==> src/rtl/pulse_gen.sv <==
// Programmable pulse-train generator: num_pulses pulses of high_len high / low_len low cycles.
// Define PULSE_GEN_EDGE_FLAG_EN to add registered rise_flag/fall_flag edge indicators.
module pulse_gen #(
   parameter int LEN_W = 16,
   parameter int NUM_W = 8
) (
   input  logic             clk,
   input  logic             rstn,
   input  logic             start,
   input  logic             stop,
   input  logic [LEN_W-1:0] high_len,
   input  logic [LEN_W-1:0] low_len,
   input  logic [NUM_W-1:0] num_pulses,
   output logic             sig_out,
   output logic             busy,
   output logic             done,
`ifdef PULSE_GEN_EDGE_FLAG_EN
   output logic             rise_flag,
   output logic             fall_flag,
`endif
   output logic             aborted
);

   typedef enum logic [1:0] {
      IDLE = 2'd0,
      HIGH = 2'd1,
      LOW  = 2'd2
   } state_t;

   state_t           state_q, state_d;
   logic [LEN_W-1:0] cnt_q, cnt_d;
   logic [NUM_W-1:0] rem_q, rem_d;
   logic [LEN_W-1:0] high_m1_q, high_m1_d;
   logic [LEN_W-1:0] low_m1_q, low_m1_d;
   logic             sig_q, sig_d;
   logic             busy_q, busy_d;
   logic             done_q, done_d;
   logic             aborted_q, aborted_d;

   // Lengths are stored as (len-1) saturating at 0, so a length of 0 behaves as 1.
   logic [LEN_W-1:0] high_in_m1, low_in_m1;
   assign high_in_m1 = (high_len == '0) ? '0 : high_len - LEN_W'(1);
   assign low_in_m1  = (low_len  == '0) ? '0 : low_len  - LEN_W'(1);

   // NOTE: every always_comb output gets a default first so no path can infer a latch.
   always_comb begin
      state_d   = state_q;
      cnt_d     = cnt_q;
      rem_d     = rem_q;
      high_m1_d = high_m1_q;
      low_m1_d  = low_m1_q;
      sig_d     = sig_q;
      done_d    = 1'b0;
      aborted_d = 1'b0;

      case (state_q)
         IDLE: begin
            if (start && !stop) begin
               if (num_pulses != '0) begin
                  high_m1_d = high_in_m1;
                  low_m1_d  = low_in_m1;
                  rem_d     = num_pulses;
                  cnt_d     = high_in_m1;
                  sig_d     = 1'b1;
                  state_d   = HIGH;
               end else begin
                  done_d = 1'b1;
               end
            end
         end

         HIGH: begin
            if (stop) begin
               sig_d     = 1'b0;
               state_d   = IDLE;
               aborted_d = 1'b1;
            end else if (cnt_q != '0) begin
               cnt_d = cnt_q - LEN_W'(1);
            end else begin
               sig_d   = 1'b0;
               cnt_d   = low_m1_q;
               state_d = LOW;
            end
         end

         LOW: begin
            if (stop) begin
               sig_d     = 1'b0;
               state_d   = IDLE;
               aborted_d = 1'b1;
            end else if (cnt_q != '0) begin
               cnt_d = cnt_q - LEN_W'(1);
            end else if (rem_q > NUM_W'(1)) begin
               rem_d   = rem_q - NUM_W'(1);
               sig_d   = 1'b1;
               cnt_d   = high_m1_q;
               state_d = HIGH;
            end else begin
               rem_d   = '0;
               state_d = IDLE;
               done_d  = 1'b1;
            end
         end

         default: begin
            sig_d   = 1'b0;
            state_d = IDLE;
         end
      endcase

      busy_d = (state_d != IDLE);
   end

   // NOTE: sequential state uses non-blocking assignments only; blocking here would race other flops.
   always_ff @(posedge clk or negedge rstn) begin
      if (!rstn) begin
         state_q   <= IDLE;
         cnt_q     <= '0;
         rem_q     <= '0;
         high_m1_q <= '0;
         low_m1_q  <= '0;
         sig_q     <= 1'b0;
         busy_q    <= 1'b0;
         done_q    <= 1'b0;
         aborted_q <= 1'b0;
      end else begin
         state_q   <= state_d;
         cnt_q     <= cnt_d;
         rem_q     <= rem_d;
         high_m1_q <= high_m1_d;
         low_m1_q  <= low_m1_d;
         sig_q     <= sig_d;
         busy_q    <= busy_d;
         done_q    <= done_d;
         aborted_q <= aborted_d;
      end
   end

   assign sig_out = sig_q;
   assign busy    = busy_q;
   assign done    = done_q;
   assign aborted = aborted_q;

`ifdef PULSE_GEN_EDGE_FLAG_EN
   logic rise_q, rise_d;
   logic fall_q, fall_d;

   // Flags coincide with the first cycle of the new sig_out level.
   always_comb begin
      rise_d = sig_d & ~sig_q;
      fall_d = ~sig_d & sig_q;
   end

   always_ff @(posedge clk or negedge rstn) begin
      if (!rstn) begin
         rise_q <= 1'b0;
         fall_q <= 1'b0;
      end else begin
         rise_q <= rise_d;
         fall_q <= fall_d;
      end
   end

   assign rise_flag = rise_q;
   assign fall_flag = fall_q;
`endif

endmodule

==> config.mk <==
export PLATFORM = sky130hd
export DESIGN_NAME = pulse_gen
export DESIGN_NICKNAME = d
export VERILOG_FILES = /design/src/rtl/pulse_gen.sv
export SDC_FILE = /design/constraint.sdc
export NUM_CORES = 1
export LEC_CHECK = 0
export BUFFER_PORTS_ARGS = -buffer_cell sky130_fd_sc_hd__buf_4
export CORE_ASPECT_RATIO = 0.7
export CORE_MARGIN = 1
export CORE_UTILIZATION = 47
export DETAILED_ROUTE_END_ITERATION = 16
export PLACE_DENSITY_LB_ADDON = 0.2
export SLEW_MARGIN = 20
export SYNTH_ARGS = -nofsm -noshare
export SYNTH_HDL_FRONTEND = slang
export SYNTH_SLANG_ARGS = --single-unit
==> constraint.sdc <==
create_clock -name clk -period 5.3 [get_ports clk]
set_input_delay 0.53 -clock clk [delete_from_list [all_inputs] [get_ports clk]]
set_output_delay 0.53 -clock clk [all_outputs]
set_load 0.005 [all_outputs]
; ---- Word level (Yosys, flattened, before mapping)
; Cells that the tools add are included.
[op_classes]
n_lt_le_gt_ge = 1
n_eq_ne = 11
muxes = 40
reduce_logical = 15
addsub = 4
[op_table]
columns = cell, n
row1 = 2-to-1 mux 16 bit, 9
row2 = one-hot mux 16 bit (3 select lines), 1
row3 = subtractor 16 x 1 -> 16 bit (second input constant), 3
row4 = 2-to-1 mux 8 bit, 5
row5 = zero test 16 bit, 2
row6 = one-hot mux 8 bit (2 select lines), 1
row7 = nonzero test 16 bit, 1
row8 = 2-to-1 mux 1 bit, 15
row9 = 2-to-1 mux 2 bit, 6
row10 = inequality test 3 bit (second input constant), 4
row11 = inequality test 2 bit (second input constant), 5
row12 = AND reduction 5 bit, 2
row13 = greater-than comparator 8 x 1 -> 1 bit (second input constant), 1
row14 = nonzero test 8 bit, 1
row15 = subtractor 8 x 1 -> 8 bit (second input constant), 1
row16 = one-hot mux 2 bit (3 select lines), 1
row17 = AND reduction 6 bit, 1
row18 = nonzero test 2 bit, 2
row19 = one-hot mux 1 bit (3 select lines), 1
row20 = AND reduction 3 bit, 1
row21 = nonzero test 3 bit, 1
row22 = equality test 2 x 1 -> 1 bit (second input constant), 1
row23 = equality test 2 bit (second input constant), 1
row24 = zero test 2 bit, 1
row25 = 4 further kinds, 4
[word_totals]
out_inout_bits = 4
ff_bits = 62

; ---- Logic depth before layout (Yosys ltp)
; Gate-level depths: netlist (run 1).
[depth]
depth_word = 6
ltp_mapped = 10
mapped_depth_nobuf = 8

; ---- Worst setup path after synthesis (run 1)
; Ideal clock, no wire load.
[synth_timing]
path_type = input port to flip-flop
start = input port high_len[0]
end = register cnt_q[10]
setup_ns = 0.126
path_stages = 8
n_path_buf = 0
setup_slack_ns = 2.775
required_ns = 5.174
t_arrival_ns = 2.400
path_cell_list = inv_1 -> ha_1 -> or4b_1 -> or3_1 -> or4_1 -> xnor2_1 -> a32oi_1 -> a21oi_1
[synth_via]
elab_chain_cells = 5
word_cells_on_any_way = 6
classes_between = add/sub: 1 / mux: 4 / reduce/logical: 1
[synth_lines]
columns = element, line_no
row1 = from (decl), 11  ; input logic [LEN_W-1:0] high_len,
row2 = subtractor 16 x 1 -> 16 bit or zero test 16 bit (tied branches), 42  ; assign high_in_m1 = (high_len == '0) ? '0 : high_len - LEN_W'(1);
row3 = 2-to-1 mux 16 bit (*), 42
row4 = 2-to-1 mux 16 bit (*), 59  ; if (num_pulses != '0) begin
row5 = 2-to-1 mux 16 bit (*), 58  ; if (start && !stop) begin
row6 = one-hot mux 16 bit (3 select lines) (*), 56  ; case (state_q)
row7 = to (signal assigned), 128  ; cnt_q <= cnt_d;
row8 = to (decl), 31  ; logic [LEN_W-1:0] cnt_q, cnt_d;
; Mark *: on every way between the ends. The rest lies on a longest branch, timed or not. The select of a mux whose other input is x is not followed.
; A chain may end at the register's enable or synchronous reset.

; ---- Final worst setup path (run 1)
[layout_timing]
start = register state_q[1]
end = register cnt_q[5]
[layout_via]
elab_chain_cells = 3
word_cells_on_any_way = 11
classes_between = eq/ne: 7 / mux: 1 / reduce/logical: 3
[layout_lines]
columns = element, line_no
row1 = from (decl), 30  ; state_t state_q, state_d;
row2 = from (signal assigned), 127  ; state_q <= state_d;
row3 = equality test 2 bit (tied with other cells), 56
row4 = inequality test 3 bit (no source line) (tied with other cells), n/a
row5 = AND reduction 6 bit (no source line), n/a
; Several ways; a longest one is shown, not always the timed one.

==> flow_summary.toml, run 1 <==
[floorplanning]
dieArea_um2 = 9410
core_area_um2 = 8620
die_h_um = 81.5
rows = 28
io_pins = 48
fp.dieW_um = 116
start_util = 0.492

[synth]
ys_async_sr_fraction = 1.00
synth_area_per_cell_um2 = 8.40
syn_nets = 561
synth.most_common_cell = "dfrtp_1"
synth_area_um2 = 4240
synth_edf_count = 0
synth_commonest_cells = "62 x dfrtp_1, 61 x nand2_1, 58 x o21ai_0, 41 x nor2_1"
ys_seq_area_frac = 0.366
synth_cell_types = 70
synth_top_area_share = 0.366
yosysTopAreaCell = "dfrtp_1"
synth_warnings = 0
synthFlopType = "dfrtp_1"
synthCells = 505
ys_seq_elements = 62
synthTopCellsByArea = "dfrtp_1 37%, o21ai_0 6.8%, nand2_1 5.4%, xnor2_1 4.3%, nor2_1 3.6%"

[clock_network]
cts_tree = "yes"
clkSinkCount = 62
cts_buffers = 9
cts_buffer_depth = 2
root_buffer = "clkbuf_16"
clkTransAtPathRegs_ps = 50
htree_levels = 3
post_cts_buffers = 0
clock_latency_ps = 330
holdBufCountCts = 0
cts_resized = 0

[sta]
worst_slack_ps = 2310
layout_min_cycle_time_ps = 2990
relSlewSlack = 0.362
fin_worst_skew_ps = 5.86
fmax_ghz = 0.334
layout_worst_path_cycle_share = 0.565
drv_slew = 0
rsz0062_at_grt = "false"
finalSetupTns_ps = 0
finalSetupViolCount = 0
tightest_slew_ps = 948
timing_hold_violations_final = 0

[layout]
drive_above_1_share = 0.154
utilization = 0.573
multi_input_area_um2 = 2460
seq_area_um2 = 1550
nFillCells = 817
area_delta_synth_final_pct = 16.4
nNetsFinal = 595
antenna_cells = 0

[status]
status = "finished clean"

[worst_setup_path]
crit_path_start_kind = "flop"
cp-end-kind = "flop"
crit_end = "cnt_q[5]"
ff2ff_setup_slack_ps = 2310
r2r_end = "cnt_q[5]"
cp.arrival_ps = 3210
ff2ff_path_depth = 7
critPathMaxFanout = 25
setup.worst_path.class = "flop to flop"
worstSetupStartpoint = "state_q[1]"
crit_required_ps = 5510
r2r_start = "state_q[1]"

[grt]
grt_pass1_wl_um = 19000
gr-usage-all-layers = 0.273
antenna_found_initial = 0
grt_start_max_net_pins = 63
overflow = 0
grt_pass1_vias = 3603

[power_and_ir_drop]
peakVddDrop_uv = 201
power.density_nw_per_um2 = 490
p_leak_nw = 2.02

[placement]
port_buffers = 47
gp_congestion = 0.968
hpwl_um = 8800
place_ws_ps = 2330

[flow_run]
drv_cap = 0

[detailed_routing]
viasPerCell = 6.02
routedWlPerCell_um = 18.2
drc = 0
firstDrtPassIters = 5
drt-initial-drc-count = 404
antenna_left = 0
drt-total-wl_um = 12100
vias = 3994

[min_path]
worstHoldPathType = "primary input to asynchronous set/reset pin"
## cells in the final DEF, fill, tap and decap left out, types with 3 or more instances in the layout
cell type,Yosys,routed
or2_2,6,6
a21oi_1,21,21
nor4_1,14,14
buf_4,2,49
mux2i_1,3,3
xnor2_1,21,21
o211ai_1,5,5
a22oi_1,5,5
nand3_1,14,14
o21ai_1,8,8
clkbuf_16,0,9
nor3b_1,3,3
xor2_1,7,7
or3_1,7,7
or4_1,8,8
a221oi_1,5,5
nor2_1,41,41
nand4_1,3,3
o21ai_2,3,3
o21ai_0,58,58
nand3b_1,3,3
a21o_1,3,3
a31oi_1,7,7
a32oi_1,3,3
inv_1,18,18
dfrtp_1,62,62
ha_1,12,12
nand2_1,61,61
clkbuf_8,0,3
nor3_1,15,15
nor2b_1,4,4
a2bb2oi_1,3,3
o31ai_1,5,5
o21a_1,3,3
nand2b_1,8,8
## report_power, final
part	total [mW]	switching, mW	leakage, nW	internal, mW
clock network	0.662	0.213	0.166	0.449
registers	0.890	0.206	0.761	0.684
logic	0.867	0.524	1.10	0.342
total	2.42	0.943	2.02	1.48
## state kept, by name, summed over array words and instances (netlist names)
register   count
state_q        2
low_m1_q      16
sig_out        1
done           1
busy           1
rem_q          8
aborted        1
high_m1_q     16
cnt_q         16
## layer usage
metal	global-route usage	share of wire
met5	0	0
met4	0.0766	0.012
met3	0.0908	0.087
met2	0.360	0.40
met1	0.413	0.50
## how the worst min path moves through the flow
stage,slack (ps),to,cells past startpoint
2_1_floorplan,230,aborted,0
3_3_place_gp,450,high_m1_q[12],2
3_5_place_dp,450,high_m1_q[12],2
4_1_cts,330,high_m1_q[4],1
5_1_grt,350,low_m1_q[5],1
6_report,290,low_m1_q[5],1
## cell type report
class | count | share of cell area
Inverter | 18 | 0.0137
Sequential cell | 62 | 0.314
Clock buffer | 13 | 0.0548
Multi-Input combinational cell | 399 | 0.499
Tap cell | 120 | 0.0304
Timing Repair Buffer | 49 | 0.0745
Clock inverter | 3 | 0.0132
## metrics by stage
step | instances | total power, mW | hold WS, ps | cell area [um^2]
4_1_cts | 664 | 2.40 | 325 | 4940
2_1_floorplan | 505 | 1.48 | 234 | 4240
6_report | 664 | 2.42 | 288 | 4940
5_1_grt | 664 | 2.56 | 353 | 4940
3_3_place_gp | 648 | 1.72 | 448 | 4600
3_5_place_dp | 648 | 1.73 | 453 | 4600
## worst max-delay path, stage by stage, from the launching register on
cell	delay [ps]
dfrtp_1	450
inv_1	100
ha_1	480
or2_2	420
a21oi_1	190
and3_1	780
o21ai_0	240
o22a_1	220
## cells by family after synthesis
kind of cell / Yosys count / synth area share
mux: 3 / 0.00708
compound gates: 153 / 0.232
simple gates: 203 / 0.248
flops: 62 / 0.366
fa+ha+maj: 12 / 0.0354
xor+xnor: 28 / 0.0578
buf+inv: 44 / 0.0534
Note: power is estimated with default switching activity, not from simulation.
==> run 2: changes to the inputs <==
Clock period 5.3 ns to 2.8 ns, I/O delays scaled along.
==> flow_summary.toml, run 2 (synthesis gave the netlist of run 1 again) <==
[detailed_routing]
drc = 0
routedWlPerCell_um = 19.1
firstDrtPassIters = 5
viasPerCell = 6.14
drt-total-wl_um = 13200
drt-initial-drc-count = 484
vias = 4246
antenna_left = 0

[clock_network]
cts_buffer_depth = 2
htree_levels = 3
cts_buffers = 9
cts_tree = "yes"
clkSinkCount = 62
root_buffer = "clkbuf_16"
clkTransAtPathRegs_ps = 50
clock_latency_ps = 330

[worst_setup_path]
cp.arrival_ps = 2980
worstSetupStartpoint = "cnt_q[0]"
cp-end-kind = "flop"
setup.worst_path.class = "flop to flop"
crit_path_start_kind = "flop"
crit_required_ps = 3010
critPathMaxFanout = 8
r2r_start = "cnt_q[0]"

[layout]
final_cell_mix = "76 x buf_4, 62 x dfrtp_1, 61 x nand2_1, 58 x o21ai_0, 41 x nor2_1"
multi_input_area_um2 = 2490
nNetsFinal = 624
antenna_cells = 0
nFillCells = 778
final_common_cell = "buf_4"
utilization = 0.593
seq_area_um2 = 1550
instances_no_fill = 692
largestRegisters = "cnt_q: 16 flops, high_m1_q: 16 flops, low_m1_q: 16 flops"
drive_above_1_share = 0.192
area_delta_synth_final_pct = 20.6
final_area_um2 = 5110

[floorplanning]
rows = 28
core_area_um2 = 8620
start_util = 0.492
dieArea_um2 = 9410
fp.dieW_um = 116
die_h_um = 81.5
io_pins = 48

[sta]
layout_worst_path_cycle_share = 0.990
timing_hold_violations_final = 0
fmax_ghz = 0.361
fin_worst_skew_ps = 5.84
worst_slack_ps = 28.7
finalSetupViolCount = 0
relSlewSlack = 0.357
drv_slew = 0
layout_min_cycle_time_ps = 2770
finalSetupTns_ps = 0
tightest_slew_ps = 956
rsz0062_at_grt = "false"

[power_and_ir_drop]
peakVddDrop_uv = 483
power.density_nw_per_um2 = 898
p_leak_nw = 2.13

[min_path]
worstHoldPathType = "primary input to asynchronous set/reset pin"

[placement]
hpwl_um = 9710
post_dp_cell_area_um2 = 4800
gp_congestion = 0.972
port_buffers = 47
dp.cells = 673
place_ws_ps = 18.0

[grt]
antenna_found_initial = 0
grt_pass1_vias = 3962
grt_pass1_wl_um = 20800
overflow = 0
grt_start_max_net_pins = 63
gr-usage-all-layers = 0.301

[flow_run]
drv_cap = 0

[status]
status = "finished clean"
-- run 2: cell types whose count changed in the layout (fill, tap and decap cells not counted) --
| cell | change |
|---|---|
| o21ai_4 | +1 |
| clkbuf_1 | +2 |
| or4b_4 | +1 |
| o21ai_2 | -1 |
| buf_4 | +27 |
| or4_4 | +1 |
| clkbuf_8 | -1 |
| or4b_2 | -1 |
| bufinv_16 | -2 |
| buf_12 | +1 |
-- run 2: per-layer routing --
metal  track usage  routed length, um
met4         0.113                268
met1         0.436               6140
met2         0.407               5370
met5             0                  0
met3         0.105               1420
-- run 2: critical path: stages, from the launching register on --
cell and delay, ps:
dfrtp_1 430, inv_1 110, ha_1 200, or4b_4 500
or4_4 550, buf_4 200, o21ai_0 180, a221oi_1 130
a21oi_1 250, a21oi_1 110
-- run 2: report_power, final --
part / internal (mW) / switching [mW] / total (mW)
combinational: 0.779 / 1.14 / 1.92
sequential: 1.30 / 0.352 / 1.65
clock: 0.641 / 0.384 / 1.03
-- run 2: final timing paths --
kind                       cells after the start       endpoint  slack [ps]
max reg2reg                                    9       cnt_q[4]          30
min                                            1    low_m1_q[5]          20
min in group clk                               2    low_m1_q[0]         170
max                                            9       cnt_q[4]          30
max in group asynchronous                      1     state_q[1]        2230
min reg2reg                                    2  high_m1_q[12]         460
-- run 2: area by class of cell --
| type | count | share of cell area |
|---|---|---|
| inverter | 18 | 0.0132 |
| clock inverter | 1 | 0.000978 |
| timing repair buffer | 77 | 0.115 |
| clock buffer | 14 | 0.0516 |
| sequential | 62 | 0.303 |
| multi-input combinational | 400 | 0.486 |
| tap | 120 | 0.0294 |
-- run 2: stage by stage --
stage | hold WS (ps) | power (mW)
detailed placement | 423 | 3.49
global placement | 416 | 3.44
CTS | 62.2 | 4.53
floorplan | -15.6 | 2.80
finish | 22.1 | 4.60
global route | 95.5 | 4.88
-- run 2: what timing repair did --
item	4_1_cts	5_1_grt
hold buffers	0	0
setup buffers	0	3
setup endpoints to repair	0	10
resized for setup	0	3
==> run 3: changes to the inputs <==
Settings changed: CORE_UTILIZATION 47 to 35.
==> flow_summary.toml, run 3 (synthesis gave the netlist of run 1 again) <==
[sta]
finalSetupViolCount = 0
relSlewSlack = 0.460
fin_worst_skew_ps = 7.84
rsz0062_at_grt = "false"
drv_slew = 0
timing_hold_violations_final = 0
tightest_slew_ps = 809
layout_min_cycle_time_ps = 2640
layout_worst_path_cycle_share = 0.943
fmax_ghz = 0.379
finalSetupTns_ps = 0

[worst_setup_path]
setup.worst_path.class = "flop to flop"
worstSetupStartpoint = "cnt_q[0]"
crit_path_start_kind = "flop"
crit_required_ps = 3000
cp-end-kind = "flop"
critPathMaxFanout = 6
cp.arrival_ps = 2840
r2r_start = "cnt_q[0]"

[placement]
port_buffers = 47
hpwl_um = 9600
gp_congestion = 0.889

[layout]
nNetsFinal = 616
area_delta_synth_final_pct = 21.7
largestRegisters = "cnt_q: 16 flops, high_m1_q: 16 flops, low_m1_q: 16 flops"
final_common_cell = "buf_4"
final_cell_mix = "69 x buf_4, 62 x dfrtp_1, 61 x nand2_1, 58 x o21ai_0, 41 x nor2_1"
antenna_cells = 0
utilization = 0.439
drive_above_1_share = 0.184

[min_path]
worstHoldPathType = "primary input to asynchronous set/reset pin"

[detailed_routing]
drt-total-wl_um = 12900
drt-initial-drc-count = 334
firstDrtPassIters = 5
routedWlPerCell_um = 17.9
viasPerCell = 5.69
vias = 4110
drc = 0
antenna_left = 0

[floorplanning]
core_area_um2 = 11800
die_h_um = 94.1
io_pins = 48
dieArea_um2 = 12600
start_util = 0.360
rows = 33
fp.dieW_um = 134

[clock_network]
clock_latency_ps = 340
root_buffer = "clkbuf_16"
clkTransAtPathRegs_ps = 60
htree_levels = 3
cts_buffers = 9
clkSinkCount = 62
cts_tree = "yes"
cts_buffer_depth = 2
holdBufCountCts = 0

[flow_run]
drv_cap = 0

[grt]
grt_pass1_vias = 3980
overflow = 0
grt_pass1_wl_um = 21100
antenna_found_initial = 0
gr-usage-all-layers = 0.219
grt_start_max_net_pins = 63

[power_and_ir_drop]
power_mw = 4.80
power.density_nw_per_um2 = 929
p_leak_nw = 2.12
peakVddDrop_uv = 364

[status]
status = "finished clean"
run 3: changes by cell type in the layout (fill, tap and decap cells not counted):
cell and delta:
o21ai_4 -1, buf_4 -7, o21ai_2 +1, clkbuf_1 -1
buf_12 -1, bufinv_16 +3, clkinv_2 -1
run 3: per-layer routing:
| metal | track usage | part of all wire | up-vias |
|---|---|---|---|
| met4 | 0.0549 | 0.0092 | 0 |
| li1 | - | - | 1958 |
| met3 | 0.0464 | 0.059 | 14 |
| met2 | 0.315 | 0.41 | 142 |
| met1 | 0.327 | 0.52 | 1996 |
| met5 | 0 | 0 | - |
run 3: worst paths after layout:
check | end | slack (ps) | depth (start not counted)
min in group clk | high_m1_q[0] | 170 | 2
max in group asynchronous | low_m1_q[14] | 2230 | 1
setup / recovery | cnt_q[4] | 160 | 9
hold / removal | rem_q[5] | 20 | 1
setup reg to reg | cnt_q[4] | 160 | 9
hold reg to reg | high_m1_q[12] | 470 | 2
run 3: report_power, final:
group / total, mW / internal [mW] / switching, mW
Sequential: 1.65 / 1.30 / 0.354
Clock: 1.32 / 0.918 / 0.403
Combinational: 1.82 / 0.732 / 1.09
Total: 4.80 / 2.95 / 1.85
run 3: timing repair:
item | CTS | global route
resized for setup | 0 | 2
setup endpoints to repair | 0 | 5
buffers inserted | 0 | 3
run 3: cell type report:
class | instances | area (um^2)
Clock buffer | 13 | 260
Clock inverter | 3 | 90.1
Fill cell | 1181 | 6610
Inverter | 18 | 67.6
Multi-Input combinational cell | 400 | 2480
Sequential cell | 62 | 1550
Tap cell | 157 | 196
Timing Repair Buffer | 69 | 518
run 3: metrics by stage:
stage	area (um^2)	hold WS [ps]	instances	worst slack (ps)
floorplan	4240	-15.6	505	328
global placement	4770	430	702	97.4
detailed placement	4770	427	702	38.0
CTS	5120	77.4	718	22.6
global route	5160	96.9	722	83.5
finish	5160	18.8	722	161
run 3: critical path, cell delays in order (launching register included):
cell and delay, ps:
dfrtp_1 420, inv_1 100, ha_1 180, or4b_4 500
or4_4 550, buf_4 170, o21ai_0 160, a221oi_1 110
a21oi_1 220, a21oi_1 100
